## config.mk

```make
export PLATFORM = sky130hd
export DESIGN_NAME = vx_warp_barrier_ctrl_flat
export DESIGN_NICKNAME = d
export VERILOG_FILES = /design/src/rtl/vx_warp_barrier_ctrl_pkg.sv /design/src/rtl/vx_warp_barrier_ctrl_if.sv /design/src/rtl/vx_warp_barrier_ctrl_slot.sv /design/src/rtl/vx_warp_barrier_ctrl.sv /design/src/flat_wrapper.sv
export SDC_FILE = /design/constraint.sdc
export NUM_CORES = 1
export LEC_CHECK = 0
export BUFFER_PORTS_ARGS = -buffer_cell sky130_fd_sc_hd__clkbuf_2
export CORE_MARGIN = 5
export CORE_UTILIZATION = 56
export CTS_CLUSTER_SIZE = 28
export DETAILED_ROUTE_END_ITERATION = 10
export PLACE_DENSITY = 0.8
export SETUP_SLACK_MARGIN = 0.4
export SKIP_CTS_REPAIR_TIMING = 1
export SLEW_MARGIN = 10
export SYNTH_ARGS = -nofsm -noshare
export SYNTH_HDL_FRONTEND = slang
export SYNTH_SLANG_ARGS = --single-unit
```

## constraint.sdc

```tcl
create_clock -name clk -period 4 [get_ports clk]
set_clock_uncertainty 0.05 [all_clocks]
set_input_delay 0.6 -clock clk [delete_from_list [all_inputs] [get_ports clk]]
set_output_delay 0.6 -clock clk [all_outputs]
set_load 0.01 [all_outputs]
```

## src/rtl/vx_warp_barrier_ctrl_pkg.sv

```systemverilog
// rtl/vx_warp_barrier_ctrl_pkg.sv - shared widths, barrier request/release types and helpers
package vx_warp_barrier_ctrl_pkg;

  localparam int NUM_WARPS    = 4;
  localparam int NUM_BARRIERS = 4;
  localparam int NW_BITS      = (NUM_WARPS > 1) ? $clog2(NUM_WARPS) : 1;
  localparam int NB_BITS      = (NUM_BARRIERS > 1) ? $clog2(NUM_BARRIERS) : 1;

  typedef struct packed {
    logic               valid;
    logic [NB_BITS-1:0] id;
    logic [NW_BITS-1:0] size_m1;
  } gpu_barrier_t;

  typedef struct packed {
    logic                 valid;
    logic [NUM_WARPS-1:0] wmask;
  } gpu_barrier_rel_t;

  function automatic logic [NUM_WARPS-1:0] wid_onehot(input logic [NW_BITS-1:0] wid);
    logic [NUM_WARPS-1:0] m;
    m      = '0;
    m[wid] = 1'b1;
    return m;
  endfunction

  // NW_BITS+1 bits always hold NUM_WARPS
  function automatic logic [NW_BITS:0] popcount(input logic [NUM_WARPS-1:0] m);
    logic [NW_BITS:0] c;
    c = '0;
    for (int i = 0; i < NUM_WARPS; i++) c = c + {{NW_BITS{1'b0}}, m[i]};
    return c;
  endfunction

endpackage

```

## src/rtl/vx_warp_barrier_ctrl_if.sv

```systemverilog
// rtl/vx_warp_barrier_ctrl_if.sv - arrival, flush, stall and release signals of the barrier block
interface vx_warp_barrier_ctrl_if;
  import vx_warp_barrier_ctrl_pkg::*;

  logic                 req_valid;
  logic [NW_BITS-1:0]   req_wid;
  logic [NB_BITS-1:0]   req_id;
  logic [NW_BITS-1:0]   req_size_m1;
  logic                 req_ready;
  logic                 flush_valid;
  logic [NW_BITS-1:0]   flush_wid;
  logic [NUM_WARPS-1:0] stall_mask;
  logic                 release_valid;
  logic [NUM_WARPS-1:0] release_mask;
  logic [31:0]          perf_stalls;

  modport master (
    output req_valid, req_wid, req_id, req_size_m1, flush_valid, flush_wid,
    input  req_ready, stall_mask, release_valid, release_mask, perf_stalls
  );

  modport slave (
    input  req_valid, req_wid, req_id, req_size_m1, flush_valid, flush_wid,
    output req_ready, stall_mask, release_valid, release_mask, perf_stalls
  );

endinterface

```

## src/rtl/vx_warp_barrier_ctrl_slot.sv

```systemverilog
// rtl/vx_warp_barrier_ctrl_slot.sv - one barrier slot: arrival count, parked warp mask, latched size
module vx_barrier_slot
  import vx_warp_barrier_ctrl_pkg::*;
(
  input  logic                 clk,
  input  logic                 reset_n,
  input  logic                 arrive_valid,
  input  logic [NW_BITS-1:0]   arrive_wid,
  input  logic [NW_BITS-1:0]   arrive_size_m1,
  input  logic                 flush_valid,
  input  logic [NW_BITS-1:0]   flush_wid,
  output logic                 complete,
  output logic [NUM_WARPS-1:0] rel_mask,
  output logic [NUM_WARPS-1:0] wmask
);

  logic [NW_BITS:0]     cnt_q, cnt_f;
  logic [NUM_WARPS-1:0] wmask_q, wmask_f, arrive_bit;
  logic [NW_BITS-1:0]   size_q, size_eff;
  logic                 flush_hit;

  // Flush is folded in first so a same-cycle arrival sees the post-flush slot
  always_comb begin
    flush_hit  = flush_valid && wmask_q[flush_wid];
    wmask_f    = flush_hit ? (wmask_q & ~wid_onehot(flush_wid)) : wmask_q;
    cnt_f      = cnt_q - {{NW_BITS{1'b0}}, flush_hit};
    size_eff   = (cnt_f == '0) ? arrive_size_m1 : size_q;
    arrive_bit = wid_onehot(arrive_wid);
    complete   = arrive_valid && (cnt_f == {1'b0, size_eff});
    rel_mask   = complete ? (wmask_f | arrive_bit) : '0;
  end

  always_ff @(posedge clk or negedge reset_n) begin
    if (!reset_n) begin
      cnt_q   <= '0;
      wmask_q <= '0;
      size_q  <= '0;
    end else if (complete) begin
      cnt_q   <= '0;
      wmask_q <= '0;
    end else if (arrive_valid) begin
      cnt_q   <= cnt_f + {{NW_BITS{1'b0}}, 1'b1};
      wmask_q <= wmask_f | arrive_bit;
      if (cnt_f == '0) size_q <= arrive_size_m1;
    end else begin
      cnt_q   <= cnt_f;
      wmask_q <= wmask_f;
    end
  end

  assign wmask = wmask_q;

  a_size_consistent: assert property (@(posedge clk) disable iff (!reset_n)
    (arrive_valid && cnt_f != '0) |-> (arrive_size_m1 == size_q));
  a_size_range: assert property (@(posedge clk) disable iff (!reset_n)
    arrive_valid |-> (32'(arrive_size_m1) < NUM_WARPS));

endmodule

```

## src/rtl/vx_warp_barrier_ctrl.sv

```systemverilog
// rtl/vx_warp_barrier_ctrl.sv - per-core warp barrier scheduler: parks arriving warps, releases on completion
// Optional stall counter built when BARRIER_PERF_EN is defined.
module vx_warp_barrier_ctrl
  import vx_warp_barrier_ctrl_pkg::*;
(
  input  logic                 clk,
  input  logic                 reset_n,
  vx_warp_barrier_ctrl_if.slave bus
);

  logic                 ready_q;
  gpu_barrier_t         req;
  gpu_barrier_rel_t     rel_q;
  logic [NUM_BARRIERS-1:0] slot_complete;
  logic [NUM_WARPS-1:0] slot_rel   [NUM_BARRIERS];
  logic [NUM_WARPS-1:0] slot_wmask [NUM_BARRIERS];
  logic [NUM_WARPS-1:0] rel_mask_any, stall_any;

  assign req = '{valid: bus.req_valid & ready_q, id: bus.req_id, size_m1: bus.req_size_m1};

  for (genvar b = 0; b < NUM_BARRIERS; b++) begin : g_slot
    vx_barrier_slot u_slot (
      .clk            (clk),
      .reset_n        (reset_n),
      .arrive_valid   (req.valid && (req.id == NB_BITS'(b))),
      .arrive_wid     (bus.req_wid),
      .arrive_size_m1 (req.size_m1),
      .flush_valid    (bus.flush_valid),
      .flush_wid      (bus.flush_wid),
      .complete       (slot_complete[b]),
      .rel_mask       (slot_rel[b]),
      .wmask          (slot_wmask[b])
    );
  end

  always_comb begin
    rel_mask_any = '0;
    stall_any    = '0;
    for (int b = 0; b < NUM_BARRIERS; b++) begin
      rel_mask_any = rel_mask_any | slot_rel[b];
      stall_any    = stall_any | slot_wmask[b];
    end
  end

  always_ff @(posedge clk or negedge reset_n) begin
    if (!reset_n) begin
      ready_q <= 1'b0;
      rel_q   <= '0;
    end else begin
      ready_q     <= 1'b1;
      rel_q.valid <= |slot_complete;
      rel_q.wmask <= rel_mask_any;
    end
  end

  assign bus.req_ready     = ready_q;
  assign bus.stall_mask    = stall_any;
  assign bus.release_valid = rel_q.valid;
  assign bus.release_mask  = rel_q.wmask;

`ifdef BARRIER_PERF_EN
  logic [31:0] perf_q;
  always_ff @(posedge clk or negedge reset_n) begin
    if (!reset_n) perf_q <= '0;
    else          perf_q <= perf_q + 32'(popcount(stall_any));
  end
  assign bus.perf_stalls = perf_q;
`else
  assign bus.perf_stalls = '0;
`endif

  // A warp re-arriving while parked is only legal when it is being flushed the same cycle
  a_no_double_park: assert property (@(posedge clk) disable iff (!reset_n)
    req.valid |-> (!stall_any[bus.req_wid] || (bus.flush_valid && bus.flush_wid == bus.req_wid)));

endmodule

```

## src/flat_wrapper.sv

```systemverilog
// flat-port wrapper written by rule: the top's interface ports become plain ports
module vx_warp_barrier_ctrl_flat import vx_warp_barrier_ctrl_pkg::*;
  (clk, reset_n, bus_req_valid, bus_req_wid, bus_req_id, bus_req_size_m1, bus_flush_valid, bus_flush_wid, bus_req_ready, bus_stall_mask, bus_release_valid, bus_release_mask, bus_perf_stalls);
  vx_warp_barrier_ctrl_if bus_i ();
  input  logic clk;
  input  logic reset_n;
  input wire logic [$bits(bus_i.req_valid)-1:0] bus_req_valid;
  input wire logic [$bits(bus_i.req_wid)-1:0] bus_req_wid;
  input wire logic [$bits(bus_i.req_id)-1:0] bus_req_id;
  input wire logic [$bits(bus_i.req_size_m1)-1:0] bus_req_size_m1;
  input wire logic [$bits(bus_i.flush_valid)-1:0] bus_flush_valid;
  input wire logic [$bits(bus_i.flush_wid)-1:0] bus_flush_wid;
  output wire logic [$bits(bus_i.req_ready)-1:0] bus_req_ready;
  output wire logic [$bits(bus_i.stall_mask)-1:0] bus_stall_mask;
  output wire logic [$bits(bus_i.release_valid)-1:0] bus_release_valid;
  output wire logic [$bits(bus_i.release_mask)-1:0] bus_release_mask;
  output wire logic [$bits(bus_i.perf_stalls)-1:0] bus_perf_stalls;
  assign bus_i.req_valid = bus_req_valid;
  assign bus_i.req_wid = bus_req_wid;
  assign bus_i.req_id = bus_req_id;
  assign bus_i.req_size_m1 = bus_req_size_m1;
  assign bus_i.flush_valid = bus_flush_valid;
  assign bus_i.flush_wid = bus_flush_wid;
  assign bus_req_ready = bus_i.req_ready;
  assign bus_stall_mask = bus_i.stall_mask;
  assign bus_release_valid = bus_i.release_valid;
  assign bus_release_mask = bus_i.release_mask;
  assign bus_perf_stalls = bus_i.perf_stalls;
  vx_warp_barrier_ctrl u_core (.clk(clk), .reset_n(reset_n), .bus(bus_i));
endmodule
```

== Word level (Yosys, flattened, before mapping) ==
Cells that the tools add are included.
Widths: inputs -> output; s select.

* Add/sub/neg operators: 8
* Magnitude comparators: 4
* Eq/ne operators: 7
* Muxes and demuxes: 40
* Bitwise operators: 20
* Reduce and logical (&&, ||, !) cells: 24

{| class="wikitable"
|+ Operators with widths
! cell !! count
|-
| $mux 4 || 16
|-
| $or 4x4->4 || 10
|-
| $mux 3 || 8
|-
| $and 4x4->4 || 4
|-
| $logic_and 1x1->1 || 14
|-
| $add 3x1->3 const B || 4
|-
| $eq 3x2->1 || 4
|-
| $logic_not 3->1 || 4
|-
| $sub 3x1->3 || 4
|-
| $bmux 1 s2 || 4
|-
| $mux 2 || 4
|-
| $reduce_and 2->1 || 4
|-
| $lt 2x3->1 const B || 2
|-
| $mux 1 || 6
|-
| $demux 1 s2 || 2
|-
| $eq 2x2->1 const B || 2
|-
| $ge 2x1->1 const B || 2
|-
| $not 1->1 || 4
|-
| $not 4->4 || 1
|-
| $reduce_or 4->1 || 1
|-
| $eq 2x1->1 const B || 1
|-
| $logic_not 2->1 || 1
|-
| $and 1x1->1 || 1
|}

* Register bits: 42
* Input bits: 12
* Output and inout bits: 42
* Logic and storage cells: 118

== Depth between registers and ports, before layout ==
* Word-level depth: 12
* Depth in mapped cells: 12
* Depth with buffers taken out: 10

== By module ==
From an unflattened synthesis, not the netlist that was laid out.

* Cells, all modules: 342
* Area, all modules: 3143.0 um^2

{| class="wikitable"
|+ By module, submodules not included
! module !! instances !! cells each !! area an instance (um^2) !! seq. area each (um^2)
|-
| vx_barrier_slot at u_core.g_slot[1].u_slot ... || 3 || 72 || 660.6 || 225.2
|-
| vx_barrier_slot at u_core.g_slot[0].u_slot || 1 || 73 || 656.9 || 225.2
|-
| vx_warp_barrier_ctrl || 1 || 53 || 504.2 || 150.1
|}

== Worst setup path after synthesis ==
OpenSTA, ideal clock, no wires.

* Kind: input to register
* Start point: in bus_flush_wid[0]
* End point: reg u_core.rel_q, in the netlist u_core.bus.release_valid
* Library setup time: 139 ps
* Arrival: 3373 ps
* Required time: 3811 ps
* Path slack: 438 ps
* Cell stages on the path: 11
* Buffers on the path: 2
* Path through: buf_2 -> mux4_2 -> and2_1 -> ha_1 -> ha_1 -> ha_1 -> mux2i_1 -> xnor2_1 -> and3_4 -> buf_6 -> or4_4

* Longest elaborated chain between the ends: 9
* Elaborated cells on any way between the ends: 33
* Those cells by class: add/sub (4); eq/ne (4); mux (12); reduce/logical (13)

{| class="wikitable"
|+ Ends and longest elaborated chain
! what !! line !! source
|-
| start: declaration || flat_wrapper.sv:12 || <nowiki>input wire logic [$bits(bus_i.flush_wid)-1:0] bus_flush_wid;</nowiki>
|-
| $bmux 1 s2 || vx_warp_barrier_ctrl_slot.sv:24 || <nowiki>flush_hit = flush_valid && wmask_q[flush_wid];</nowiki>
|-
| $mux 1 (not written as such) || vx_warp_barrier_ctrl_slot.sv:24 ||
|-
| $logic_and 1x1->1 || vx_warp_barrier_ctrl_slot.sv:24 ||
|-
| $sub 3x1->3 || vx_warp_barrier_ctrl_slot.sv:26 || <nowiki>cnt_f = cnt_q - {{NW_BITS{1'b0}}, flush_hit};</nowiki>
|-
| $logic_not 3->1 || vx_warp_barrier_ctrl_slot.sv:27 || <nowiki>size_eff = (cnt_f == '0) ? arrive_size_m1 : size_q;</nowiki>
|-
| $mux 2, on equally long branches || n/a ||
|-
| $eq 3x2->1 || vx_warp_barrier_ctrl_slot.sv:29 || <nowiki>complete = arrive_valid && (cnt_f == {1'b0, size_eff});</nowiki>
|-
| $logic_and 1x1->1 || vx_warp_barrier_ctrl_slot.sv:29 ||
|-
| $reduce_or 4->1 * || vx_warp_barrier_ctrl.sv:51 || <nowiki>rel_q.valid <= |slot_complete;</nowiki>
|-
| end: declaration || vx_warp_barrier_ctrl.sv:13 || <nowiki>gpu_barrier_rel_t rel_q;</nowiki>
|}

Mark *: on every way between the ends. The rest lies on a longest branch, timed or not. The select of a mux whose other input is x is not followed.
A chain may end at the register's enable or synchronous reset.

== Final worst setup path ==
Ends and elaborated chain as after synthesis.

==> metrics.yaml <==
yosys:
  synth_area_um2: 2990
  synth_compound_area_share_pct: 14.2
  yosysSeqAreaShare_pct: 35.1
  netlist_top_cells_area: "dfrtp_1, buf_4, ha_1"
  synthXorXnorAreaFrac_pct: 5.56
  yosys.area.top_type: "dfrtp_1"
  ys_ff_latch: 42
  yosys_warnings: 0
  yosysUniqueCellTypes: 41
  synth_top_area_share_pct: 35.1
  yosys.area_share.simple_pct: 17.2
  syn_inst: 320
  synth-adder-area-share_pct: 6.69
  synth_area_per_cell_um2: 9.34
  synth_top_family_by_area: "simple AND/OR/NAND/NOR gates"
  synth_edf_count: 0
  synthArstFlopShare_pct: 100
  synth.area.mux_share_pct: 7.03
  synth_ff_type: "dfrtp_1"
finish:
  syn2layout_area_growth_pct: 2.30
  drive_gt1_share_pct: 12.3
  utilization_pct: 59.5
  stdcell_count: 404
  design_area_um2: 3060
  final_nets: 361
  diodes: 0
routing:
  drt_iter0_drc: 164
  routedWlPerCell_um: 15.5
  postRouteAntennaNets: 0
  wl_um: 6240
  drt_first_pass_iters: 5
  drcViolationCount: 0
  avgViaCountPerCell: 5.68
  vias: 2294
timing:
  min_period_over_period_pct: 85.1
  rsz0062_at_grt: "no"
  tightestPinTransition_ns: 1.06
  fmax_mhz: 294
  hold_viol: 0
  setup_viol: 0
  drv_slew: 0
  whs_ns: 0.429
  setup_slack_ns: 0.597
  max_slew_margin_pct: 29.1
  fin_setup_tns_ns: 0
  layout_min_cycle_time_ns: 3.40
floorplanning:
  die_w_um: 83.1
  core_area_um2: 5140
  dieHeight_um: 83.1
  dieArea_um2: 6900
  ios: 54
  rows: 26
  start_util_pct: 58.2
clock_network:
  cts.reportedPaths.clkPinSlew_ns: 0.08
  cts_root_buffer: "clkbuf_8"
  worstSkewPairLatency_ns: 0.30
  cts.sinks: 42
  htreeDepth: 2
  cts_buffer_depth: 2
  cts_tree: "done"
  numCtsBuffers: 5
placement:
  gp_congestion: 0.902
  dp_hpwl_um: 4550
  dp_worst_setup_slack_ns: 0.316
  dp.cells: 396
  placed_area_um2: 2950
  numPortBuffers: 21
outcome:
  outcome: "complete, no violations"
setup_path:
  crit_path_end_kind: "flop"
  startpoint: "bus_flush_wid[0]"
  ff2ff_path_depth: 9
  rr_endpoint: "u_core.bus.release_valid$_DFF_PN0_"
  required_ns: 4.13
  rrSetupSlack_ns: 0.75
  worst-path-max-fanout: 10
  r2r-start: "u_core.g_slot[2].u_slot.wmask[3]$_DFF_PN0_"
  critical_path_class: "in2reg"
  arrival_ns: 3.53
  crit_path_start_kind: "input pin"
global_route:
  grt_overflow: 0
  grt_max_degree: 43
  grt.total_usage_pct: 18.9
  antenna_found_initial: 0
  grt_first_pass_wirelength_um: 10800
  grt_pass1_vias: 2300
job:
  cap_violations: 0
min_path:
  worstHoldPathType: "in2async"
pwr:
  vdd_drop_max_v: 0.000240
  power.density_nw_per_um2: 585
  p_leak_nw: 1.55
  total_power_mw: 1.79
## layout by cell type, fill, tap and decap left out, types with 7 or more instances in the layout
master and count:
mux2i_1 12, clkbuf_2 21, inv_1 18, a21oi_1 15, ha_1 16, nor2_1 19
a22oi_1 12, nand2_1 33, dfrtp_1 42, a21o_1 9, o21ai_0 11, and2_1 7
xnor2_1 16, nand3_1 7, conb_1 33
## cell families (layout without fill, tap and decap cells)
logic type,after synthesis,count (layout)
other,2,33
buffers and inverters,64,47
xor gates and xnor gates,19,19
muxes,16,16
adders and majority gates,16,16
DFF,42,42
AOI/OAI and AO/OA,65,65
and+or+nand+nor,96,96
## per-layer routing
layer	share of wire [%]	GRT usage [%]	vias to the layer above
met1	42	23.6	1115
met5	0	0	-
met3	7.8	5.05	11
met2	49	31.9	98
met4	1.2	5.35	0
li1	-	-	1070
## worst max-delay path: stages
cell	delay, ns
clkbuf_2	0.21
mux4_2	0.52
and2_1	0.18
ha_1	0.18
ha_1	0.35
ha_1	0.28
mux2i_1	0.26
xnor2_1	0.15
and3_2	0.31
or4_4	0.49
## power by group
part / internal, mW / leakage [nW] / switching [mW]
combinational: 0.381 / 0.968 / 0.476
sequential: 0.530 / 0.531 / 0.0658
clock: 0.187 / 0.0524 / 0.149
## Yosys cell counts, types with 9 or more instances
master,count
dfrtp_1,42
nand2_1,33
buf_4,32
nor2_1,19
inv_1,18
ha_1,16
xnor2_1,16
a21oi_1,15
a22oi_1,12
mux2i_1,12
o21ai_0,11
a21o_1,9
## cell type report
| class | instances | area [um^2] |
|---|---|---|
| fillers | 462 | 2080 |
| multi-input cells | 245 | 1640 |
| flip-flops and latches | 42 | 1050 |
| repair buffers | 21 | 105 |
| well taps | 70 | 87.6 |
| clock buffers | 7 | 76.3 |
| inverters | 18 | 67.6 |
| clock inverters | 1 | 30.0 |
## worst max path at each step
stage	endpoint	slack, ns	cells after the start
after detailed placement	u_core.bus.release_valid$_DFF_PN0_	0.32	10
final	u_core.bus.release_valid$_DFF_PN0_	0.60	10
after floorplan	u_core.bus.release_valid$_DFF_PN0_	0.44	11
after global placement	u_core.bus.release_valid$_DFF_PN0_	0.36	10
after global routing	u_core.bus.release_valid$_DFF_PN0_	0.43	10
after CTS	u_core.bus.release_valid$_DFF_PN0_	0.60	10
## state kept, by name (all words and copies together) (netlist names)
signal                       flops
u_core.g_slot.u_slot.wmask      16
u_core.bus.release_valid         1
u_core.g_slot.u_slot.cnt_q      12
u_core.g_slot.u_slot.size_q      8
u_core.bus.release_mask          4
u_core.bus.req_ready             1
No activity file was read; power rests on OpenSTA's default activity.
